File: src/rtl/mem_pkg.sv
// mem_pkg: funct3 encodings, FSM states and size/beat/lane helpers shared by the memory stage
package mem_pkg;

   localparam logic [2:0] F3_B  = 3'b000;
   localparam logic [2:0] F3_H  = 3'b001;
   localparam logic [2:0] F3_W  = 3'b010;
   localparam logic [2:0] F3_BU = 3'b100;
   localparam logic [2:0] F3_HU = 3'b101;

   typedef enum logic [1:0] {
      ST_IDLE   = 2'd0,
      ST_ACCESS = 2'd1,
      ST_DONE   = 2'd2
   } state_e;

   function automatic logic [2:0] size_bytes(input logic [2:0] f3);
      return (f3 == F3_B || f3 == F3_BU) ? 3'd1 : (f3 == F3_H || f3 == F3_HU) ? 3'd2 : 3'd4;
   endfunction

   function automatic logic [2:0] beats(input logic [2:0] f3, input int dw);
      return 3'((int'(size_bytes(f3)) + dw / 8 - 1) / (dw / 8));
   endfunction

   function automatic logic [3:0] lane_mask(input logic [2:0] f3, input logic [1:0] off);
      return (size_bytes(f3) == 3'd1) ? 4'b0001 << off : (size_bytes(f3) == 3'd2) ? 4'b0011 << off : 4'b1111;
   endfunction

endpackage

File: src/rtl/mem_load_align.sv
// mem_load_align: picks the addressed byte/half from the assembled word and sign/zero-extends it
module mem_load_align
   import mem_pkg::*;
(
   input  logic [2:0]  i_funct3,
   input  logic [1:0]  i_off,
   input  logic [31:0] i_word,
   output logic [31:0] o_data
);

   logic [15:0] w_sh;

   assign w_sh = 16'(i_word >> {i_off, 3'b000});

   // extension selected by funct3; LW passes the word through
   always_comb
      o_data = (i_funct3 == F3_B)  ? {{24{w_sh[7]}}, w_sh[7:0]}  :
               (i_funct3 == F3_BU) ? {24'h0, w_sh[7:0]}          :
               (i_funct3 == F3_H)  ? {{16{w_sh[15]}}, w_sh}      :
               (i_funct3 == F3_HU) ? {16'h0, w_sh}               : i_word;

endmodule

File: src/rtl/mem_stage_sram_ctrl.sv
// mem_stage_sram_ctrl: RV32 load/store to multi-beat async SRAM accesses; define MEM_MISALIGN_TRAP_EN to trap misaligned accesses
module mem_stage_sram_ctrl
   import mem_pkg::*;
#(
   parameter int SRAM_DW     = 16,
   parameter int SRAM_AW     = 20,
   parameter int WAIT_CYCLES = 0
) (
   input  logic                 clk,
   input  logic                 rst_n,
   input  logic                 i_req_valid,
   input  logic                 i_req_write,
   input  logic [2:0]           i_req_funct3,
   input  logic [31:0]          i_req_addr,
   input  logic [31:0]          i_req_wdata,
   output logic                 o_stall,
   output logic                 o_rdata_valid,
   output logic [31:0]          o_rdata,
`ifdef MEM_MISALIGN_TRAP_EN
   output logic                 o_misaligned,
`endif
   output logic                 o_sram_ce_n,
   output logic                 o_sram_oe_n,
   output logic                 o_sram_we_n,
   output logic [SRAM_DW/8-1:0] o_sram_be_n,
   output logic [SRAM_AW-1:0]   o_sram_addr,
   output logic [SRAM_DW-1:0]   o_sram_dq_out,
   output logic                 o_sram_dq_oe,
   input  logic [SRAM_DW-1:0]   i_sram_dq_in
);

   localparam int         NB         = SRAM_DW / 8;
   localparam int         SH         = (SRAM_DW == 16) ? 1 : 0;
   localparam logic [1:0] LANE_ALIGN = ~2'(NB - 1);

   state_e              r_state;
   logic                r_write, r_null;
   logic [2:0]          r_f3, r_wc;
   logic [1:0]          r_off, r_pos, r_beat, r_last;
   logic [31:0]         r_wd, r_rd;
   logic [3:0]          r_bm;
   logic                r_ce_n, r_oe_n, r_we_n, r_dq_oe;
   logic [NB-1:0]       r_be_n;
   logic [SRAM_AW-1:0]  r_addr;
   logic [SRAM_DW-1:0]  r_dq;

   logic                w_sup, w_go;
   logic [1:0]          w_off, w_base, w_pos_nx;
   logic [31:0]         w_wd, w_rd_nx, w_ext;
   logic [3:0]          w_bm;
   logic [SRAM_AW-1:0]  w_start;
   logic [SRAM_DW-1:0]  w_dq_nx;
   logic [NB-1:0]       w_be_nx;

   assign w_sup = i_req_write ? (~i_req_funct3[2] & (i_req_funct3[1:0] != 2'b11))
                              : (i_req_funct3 != 3'b011) & (i_req_funct3[2:1] != 2'b11);

`ifdef MEM_MISALIGN_TRAP_EN
   logic r_mis, w_mis;
   assign w_mis = (size_bytes(i_req_funct3) == 3'd2) ? i_req_addr[0]
                : (size_bytes(i_req_funct3) == 3'd4) & (i_req_addr[1:0] != 2'b00);
   assign w_go  = w_sup & ~w_mis;
   assign o_misaligned = (r_state == ST_DONE) & r_mis;
`else
   assign w_go  = w_sup;
`endif

   // the address is always aligned down to the access size; trapped accesses never reach the SRAM
   assign w_off    = i_req_addr[1:0] & ~2'(size_bytes(i_req_funct3) - 3'd1);
   assign w_base   = w_off & LANE_ALIGN;
   assign w_start  = SRAM_AW'({i_req_addr[31:2], w_off} >> SH);
   assign w_wd     = i_req_wdata << {w_off, 3'b000};
   assign w_bm     = lane_mask(i_req_funct3, w_off);
   assign w_pos_nx = (r_state == ST_IDLE) ? w_base : r_pos + 2'(NB);
   assign w_dq_nx  = SRAM_DW'(((r_state == ST_IDLE) ? w_wd : r_wd) >> {w_pos_nx, 3'b000});
   assign w_be_nx  = ~NB'(((r_state == ST_IDLE) ? w_bm : r_bm) >> w_pos_nx);
   assign w_rd_nx  = r_rd | (32'(i_sram_dq_in) << {r_pos, 3'b000});

   mem_load_align u_align (
      .i_funct3 (r_f3),
      .i_off    (r_off),
      .i_word   (r_rd),
      .o_data   (w_ext)
   );

   assign o_stall       = rst_n & ((r_state == ST_IDLE & i_req_valid) | r_state == ST_ACCESS);
   assign o_rdata_valid = r_state == ST_DONE;
   assign o_rdata       = (r_state == ST_DONE & ~r_write & ~r_null) ? w_ext : 32'h0;
   assign o_sram_ce_n   = r_ce_n;
   assign o_sram_oe_n   = r_oe_n;
   assign o_sram_we_n   = r_we_n;
   assign o_sram_be_n   = r_be_n;
   assign o_sram_addr   = r_addr;
   assign o_sram_dq_out = r_dq;
   assign o_sram_dq_oe  = r_dq_oe;

   // request capture, beat sequencing and registered SRAM pins; SRAM data lanes advance NB bytes per beat
   always_ff @(posedge clk or negedge rst_n)
      if (!rst_n) begin
         r_state <= ST_IDLE;
         r_write <= 1'b0;
         r_null  <= 1'b0;
         r_f3    <= 3'b0;
         r_wc    <= 3'b0;
         r_off   <= 2'b0;
         r_pos   <= 2'b0;
         r_beat  <= 2'b0;
         r_last  <= 2'b0;
         r_wd    <= 32'h0;
         r_rd    <= 32'h0;
         r_bm    <= 4'h0;
         r_ce_n  <= 1'b1;
         r_oe_n  <= 1'b1;
         r_we_n  <= 1'b1;
         r_dq_oe <= 1'b0;
         r_be_n  <= '1;
         r_addr  <= '0;
         r_dq    <= '0;
`ifdef MEM_MISALIGN_TRAP_EN
         r_mis   <= 1'b0;
`endif
      end else case (r_state)
         ST_IDLE: if (i_req_valid) begin
            r_write <= i_req_write;
            r_null  <= ~w_go;
            r_f3    <= i_req_funct3;
            r_off   <= w_off;
            r_pos   <= w_base;
            r_beat  <= 2'b0;
            r_last  <= 2'(beats(i_req_funct3, SRAM_DW) - 3'd1);
            r_wc    <= 3'b0;
            r_wd    <= w_wd;
            r_bm    <= w_bm;
            r_rd    <= 32'h0;
`ifdef MEM_MISALIGN_TRAP_EN
            r_mis   <= w_mis & w_sup;
`endif
            r_state <= w_go ? ST_ACCESS : ST_DONE;
            if (w_go) begin
               r_ce_n  <= 1'b0;
               r_oe_n  <= i_req_write;
               r_we_n  <= ~i_req_write;
               r_dq_oe <= i_req_write;
               r_be_n  <= i_req_write ? w_be_nx : '0;
               r_addr  <= w_start;
               r_dq    <= i_req_write ? w_dq_nx : '0;
            end
         end
         ST_ACCESS: if (r_wc == 3'(WAIT_CYCLES)) begin
            r_wc <= 3'b0;
            if (!r_write) r_rd <= w_rd_nx;
            if (r_beat == r_last) begin
               r_state <= ST_DONE;
               r_ce_n  <= 1'b1;
               r_oe_n  <= 1'b1;
               r_we_n  <= 1'b1;
               r_dq_oe <= 1'b0;
               r_be_n  <= '1;
            end else begin
               r_beat <= r_beat + 2'd1;
               r_pos  <= w_pos_nx;
               r_addr <= r_addr + 1'b1;
               if (r_write) begin
                  r_dq   <= w_dq_nx;
                  r_be_n <= w_be_nx;
               end
            end
         end else r_wc <= r_wc + 3'd1;
         default: r_state <= ST_IDLE;
      endcase

endmodule

File: config.mk
export PLATFORM = sky130hd
export DESIGN_NAME = mem_stage_sram_ctrl
export DESIGN_NICKNAME = d
export VERILOG_FILES = /design/src/rtl/mem_pkg.sv /design/src/rtl/mem_load_align.sv /design/src/rtl/mem_stage_sram_ctrl.sv
export SDC_FILE = /design/constraint.sdc
export NUM_CORES = 1
export LEC_CHECK = 0
export BUFFER_PORTS_ARGS = -buffer_cell sky130_fd_sc_hd__buf_4
export CAP_MARGIN = 10
export CORE_MARGIN = 3
export CORE_UTILIZATION = 45
export CTS_BUF_LIST = sky130_fd_sc_hd__clkbuf_4
export DETAILED_ROUTE_END_ITERATION = 8
export HOLD_SLACK_MARGIN = 0.1
export PLACE_DENSITY = 0.7
export SLEW_MARGIN = 10
export SYNTH_ARGS = -nofsm -noshare
export SYNTH_HDL_FRONTEND = slang
export SYNTH_HIERARCHICAL = 1
export SYNTH_SLANG_ARGS = --single-unit
File: constraint.sdc
create_clock -name clk -period 3.05 [get_ports clk]
set_clock_uncertainty 0.1 [all_clocks]
set_input_delay 0.7625 -clock clk [delete_from_list [all_inputs] [get_ports clk]]
set_output_delay 0.7625 -clock clk [all_outputs]
set_load 0.02 [all_outputs]
After elaboration in Yosys (flattened, before gate mapping)
Cells that the tools add are included.
Word-level totals
  bits in registers: 128
  input bits: 87
  output and inout port bits: 76
Operators by class
  bitwise operators: 17
  $add $sub $neg: 9
  reduce and logical (&&, ||, !) cells: 16
  multiplexer cells: 66
  shifts and indexed selects: 7
  eq/ne operators: 22
Operators by type and width (count)
  $mux 32: 9
  $mux 16: 6
  $mux 20: 4
  $pmux 32 s2: 1
  $shr 32x5->16: 2
  $pmux 20 s2: 1
  $mux 2: 17
  $or 32x32->32: 1
  $pmux 16 s2: 1
  $shl 16x5->32: 1
  $shl 32x5->32: 1
  $add 20x1->20 const B: 1
  $pmux 2 s2: 4
  $reduce_and 5->1: 3
  $ne 2x2->1 const B: 7
  $eq 3x3->1 const B: 4
  $mux 3: 4
  $mux 4: 3
  $mux 1: 11
  $eq 3x1->1 const B: 3
  $logic_not 3->1: 3
  $pmux 1 s2: 4
  $reduce_and 4->1: 2
  $and 1x1->1: 7
  27 further kinds: 37

Longest topological paths before layout
  depth after elaboration: 17
  gate-level depth with buffers: 10
  gate-level depth less buffers: 8

Hierarchy
Netlist, hierarchy kept.
Modules (own cells, without submodules)
  mem_stage_sram_ctrl: instances 1, area an instance 7229.4 um^2, sequential area each 3184.3 um^2, cells each 806
  mem_load_align: instances 1, area an instance 775.7 um^2, sequential area each 0.0 um^2, cells each 146

Least setup slack after synthesis
No wires, ideal clock.
  kind: reg2out
  start point: reg r_state[0]
  end point: out o_rdata[10]
  arrival: 1.829 ns
  path buffers: 2
  stages on the path, launching flop included: 6
  slack: 0.359 ns
  cells stage by stage: dfrtp_1 -> buf_6 -> nor2b_1 -> nor3b_1 -> clkbuf_1 -> and2_1
On the way
  longest elaborated chain between the ends: 4
Ends and longest elaborated chain
  from (decl): line mem_stage_sram_ctrl.sv:36  | state_e r_state;
  from (signal assigned): line mem_stage_sram_ctrl.sv:138  | r_state <= w_go ? ST_ACCESS : ST_DONE;
  $eq 2x2->1
  named net o_rdata_valid: line mem_stage_sram_ctrl.sv:17  | output logic o_rdata_valid,
  $and 1x1->1 (2 in a row): line mem_stage_sram_ctrl.sv:88  | assign o_rdata = (r_state == ST_DONE & ~r_write & ~r_null) ? w_ext : 32'h0;
  $mux 32: line mem_stage_sram_ctrl.sv:88
  to (decl): line mem_stage_sram_ctrl.sv:18  | output logic [31:0] o_rdata,
The timed path passes the listed nets, and every way through them passes these cells.

Final worst setup path
  start point: reg r_rd[23]
  end point: out o_rdata[21]
On the way
  longest elaborated chain between the ends: 5
Ends and longest elaborated chain
  from (decl): line mem_stage_sram_ctrl.sv:40  | logic [31:0] r_wd, r_rd;
  from (signal assigned): line mem_stage_sram_ctrl.sv:151  | if (!r_write) r_rd <= w_rd_nx;
  $shr 32x5->16 *: line mem_load_align.sv:13  | assign w_sh = 16'(i_word >> {i_off, 3'b000});
  $mux 32: line mem_load_align.sv:19  | (i_funct3 == F3_H) ? {{16{w_sh[15]}}, w_sh} :
  $mux 32: line mem_load_align.sv:18  | (i_funct3 == F3_BU) ? {24'h0, w_sh[7:0]} :
  $mux 32 *: line mem_load_align.sv:17  | o_data = (i_funct3 == F3_B) ? {{24{w_sh[7]}}, w_sh[7:0]} :
  named net w_ext[21]: line mem_stage_sram_ctrl.sv:49  | logic [31:0] w_wd, w_rd_nx, w_ext;
  $mux 32 *: line mem_stage_sram_ctrl.sv:88
The timed path passes the listed nets; every way through them passes the cells marked *.

==> out/metrics.csv <==
metric,value,unit
grt-ovfl-total,0,
drt_wl_total,24.4,mm
vias,7870,
port_buffers,151,
final_common_cell,buf_4,
rsz0062_at_grt,yes,
cellLeakagePower,4.47,nW
syn_inst,952,
drtIter0Drc,616,
dpl_cell_area,9400,um^2
worst_pin_slew,1140,ps
seq_area_frac_synth,39.8,%
relSlewSlack,23.2,%
avgSynthCellArea,8.41,um^2
drcViolationCount,0,
synth_area_leaders,"dfrtp_1, a21oi_1, nand2_1",
io_pins,163,
dieArea,19400,um^2
cts_root_buffer,clkbuf_4,
violations,negative setup slack,
max_freq,0.320,GHz
antenna_found_initial,1,
slowest_stage,mux4_2,
netlist.area_leader.share,38.1,%
nets,1187,
synth-seq-cells,127,
clock_latency,540,ps
start_util,46.1,%
firstDrtPassIters,5,
synthArstFlopShare,100,%
synth_edf_count,0,
critPathTopFamily,multiplexers,
setup_viol,16,
placed_cells,1294,
final_layout_size_suffix_gt1_share,27.7,%
fin_area,9950,um^2
path_cells,"mux4_2, nand2_4, a21boi_4, buf_6, nand2_1, and2_4, buf_6",
cp-end-kind,output pin,
synth_top_area_cell,dfrtp_1,
place_congestion,0.883,
numCtsBuffers,17,
cts.reportedPaths.clkPinSlew,120,ps
clock-sinks,127,
grt_pass1_vias,7578,
htreeDepth,4,
drtAntennaViolNets,0,
dpl.hpwl,16.6,mm
path_class,reg -> out,
place_ws,288,ps
dieWidth,139,um
die_h,139,um
grt_max_degree,128,
synth_nets,1044,
hold_viol,0,
finalNonFillerCells,1334,
hp-class,in -> async,
max-cap-violations,0,
area_growth,24.2,%
layout_setup_ws,-75.8,ps
yosys.cell_types.count,71,
grt_pass1_wl,39.6,mm
postCtsHoldBufs,0,
avgRoutedWirePerCell,18.3,um
outcome,"complete, but fails checks",
holdWs,245,ps
fin_crit_sh,102,%
arrival,2260,ps
grt.total_usage,25.0,%
required,2190,ps
most-common-layout-cells,"buf_4, nand2_1, dfrtp_1, a21oi_1, nor2_1",
netlist_area,8010,um^2
start_kind,flop,
ys_warn_count,6,
min_period,3130,ps
ir_drop,0.429,mV
crit_fanout,8,
ys.flop_type,dfrtp_1,
path_common_cell,buf_6,
power_density,966,nW/um^2
max_stage_delay,510,ps
fin_total_pwr,9.61,mW
viasPerCell,5.90,
clock_path_buffers,2,
slew_violations,0,
cts_tree,yes,
core,17400,um^2
rows,48,
crit_buf_inv,2,
==> cells by family after synthesis <==
kind of cell | after synthesis | share of synthesized area, %
AOI/OAI and AO/OA | 333 | 26.7
xor gates and xnor gates | 1 | 0.109
adders and majority gates | 5 | 0.781
buffers and inverters | 97 | 5.27
DFF | 127 | 39.8
muxes | 44 | 5.99
and+or+nand+nor | 345 | 21.4
==> metal layers <==
| layer | GRT usage, % | vias up | routed length [um] |
|---|---|---|---|
| li1 | - | 3706 | - |
| met1 | 34.5 | 3777 | 10600 |
| met5 | 0 | - | 0 |
| met3 | 4.09 | 37 | 1810 |
| met2 | 39.8 | 350 | 11600 |
| met4 | 9.17 | 0 | 417 |
==> stage by stage <==
step	util [%]	TNS (ps)
after floorplan	-	0
after global placement	54.2	0
after detailed placement	54.2	0
after CTS	57.2	-2870
after global routing	57.3	-3110
final	57.3	-993
==> flip-flops by register name, indices dropped and copies added, names as in the netlist, 3 cells and up <==
name           cells
r_rd              32
o_sram_dq_out     16
r_wd              32
r_wc               3
r_bm               4
o_sram_addr       20
r_f3               3
==> worst paths after layout <==
| kind | startpoint | end | slack (ps) | cells past startpoint |
|---|---|---|---|---|
| setup / recovery | r_rd[23] | o_rdata[21] | -80 | 7 |
| hold / removal | rst_n | r_rd[20] | 250 | 2 |
| setup reg to reg | r_wc[0] | o_sram_dq_out[3] | 880 | 8 |
| hold reg to reg | r_wd[3] | r_wd[3] | 390 | 2 |
| max in group asynchronous | rst_n | r_f3[1] | 2010 | 2 |
| min in group clk | i_sram_dq_in[7] | r_rd[7] | 350 | 2 |
==> final cells by class <==
| type | instances | area [um^2] |
|---|---|---|
| fillers | 1607 | 7410 |
| repair buffers | 195 | 1560 |
| clock buffers | 19 | 143 |
| well taps | 225 | 282 |
| flip-flops and latches | 127 | 3190 |
| clock inverters | 13 | 194 |
| inverters | 26 | 97.6 |
| diodes | 1 | 2.50 |
| multi-input cells | 728 | 4480 |
==> worst reg2reg max path: cells and delay by family, from the launching register on <==
| family | cells | cell delay (ps) |
|---|---|---|
| AO/OA/AOI/OAI | 3 | 520 |
| AND/OR/NAND/NOR | 2 | 470 |
| flip-flops | 1 | 400 |
| buffers and inverters | 2 | 350 |
| adder cells (fa/ha/maj) | 1 | 260 |
==> what timing repair did <==
| item | CTS | global route |
|---|---|---|
| gates cloned | 1 | 0 |
| setup buffers | 6 | 2 |
| pin swaps | 1 | 2 |
| endpoints found under the hold margin | 0 | 0 |
| setup endpoints to repair | 17 | 28 |
| resized for setup | 32 | 16 |
==> synthesized netlist by cell type (10+ instances only) <==
cell type and n:
nor2_1 85, a2bb2oi_1 11, nand2_1 123, nor2b_1 22, inv_1 24, buf_1 10
dfrtp_1 122, o21ai_0 79, buf_2 22, a32o_1 10, nand2_2 10, a22o_1 19
mux2_2 21, o22ai_1 22, and2_1 36, nor3_1 13, mux2i_1 22, nand2b_1 14
a21oi_1 104, a221oi_1 15, clkbuf_1 34, o211ai_1 19
==> power by group <==
part	total [mW]	switching, mW	internal [mW]
sequential	3.14	0.691	2.45
combinational	5.08	2.95	2.13
clock	1.40	0.656	0.740
total	9.61	4.30	5.31
Note: power is estimated with default switching activity, not from simulation.
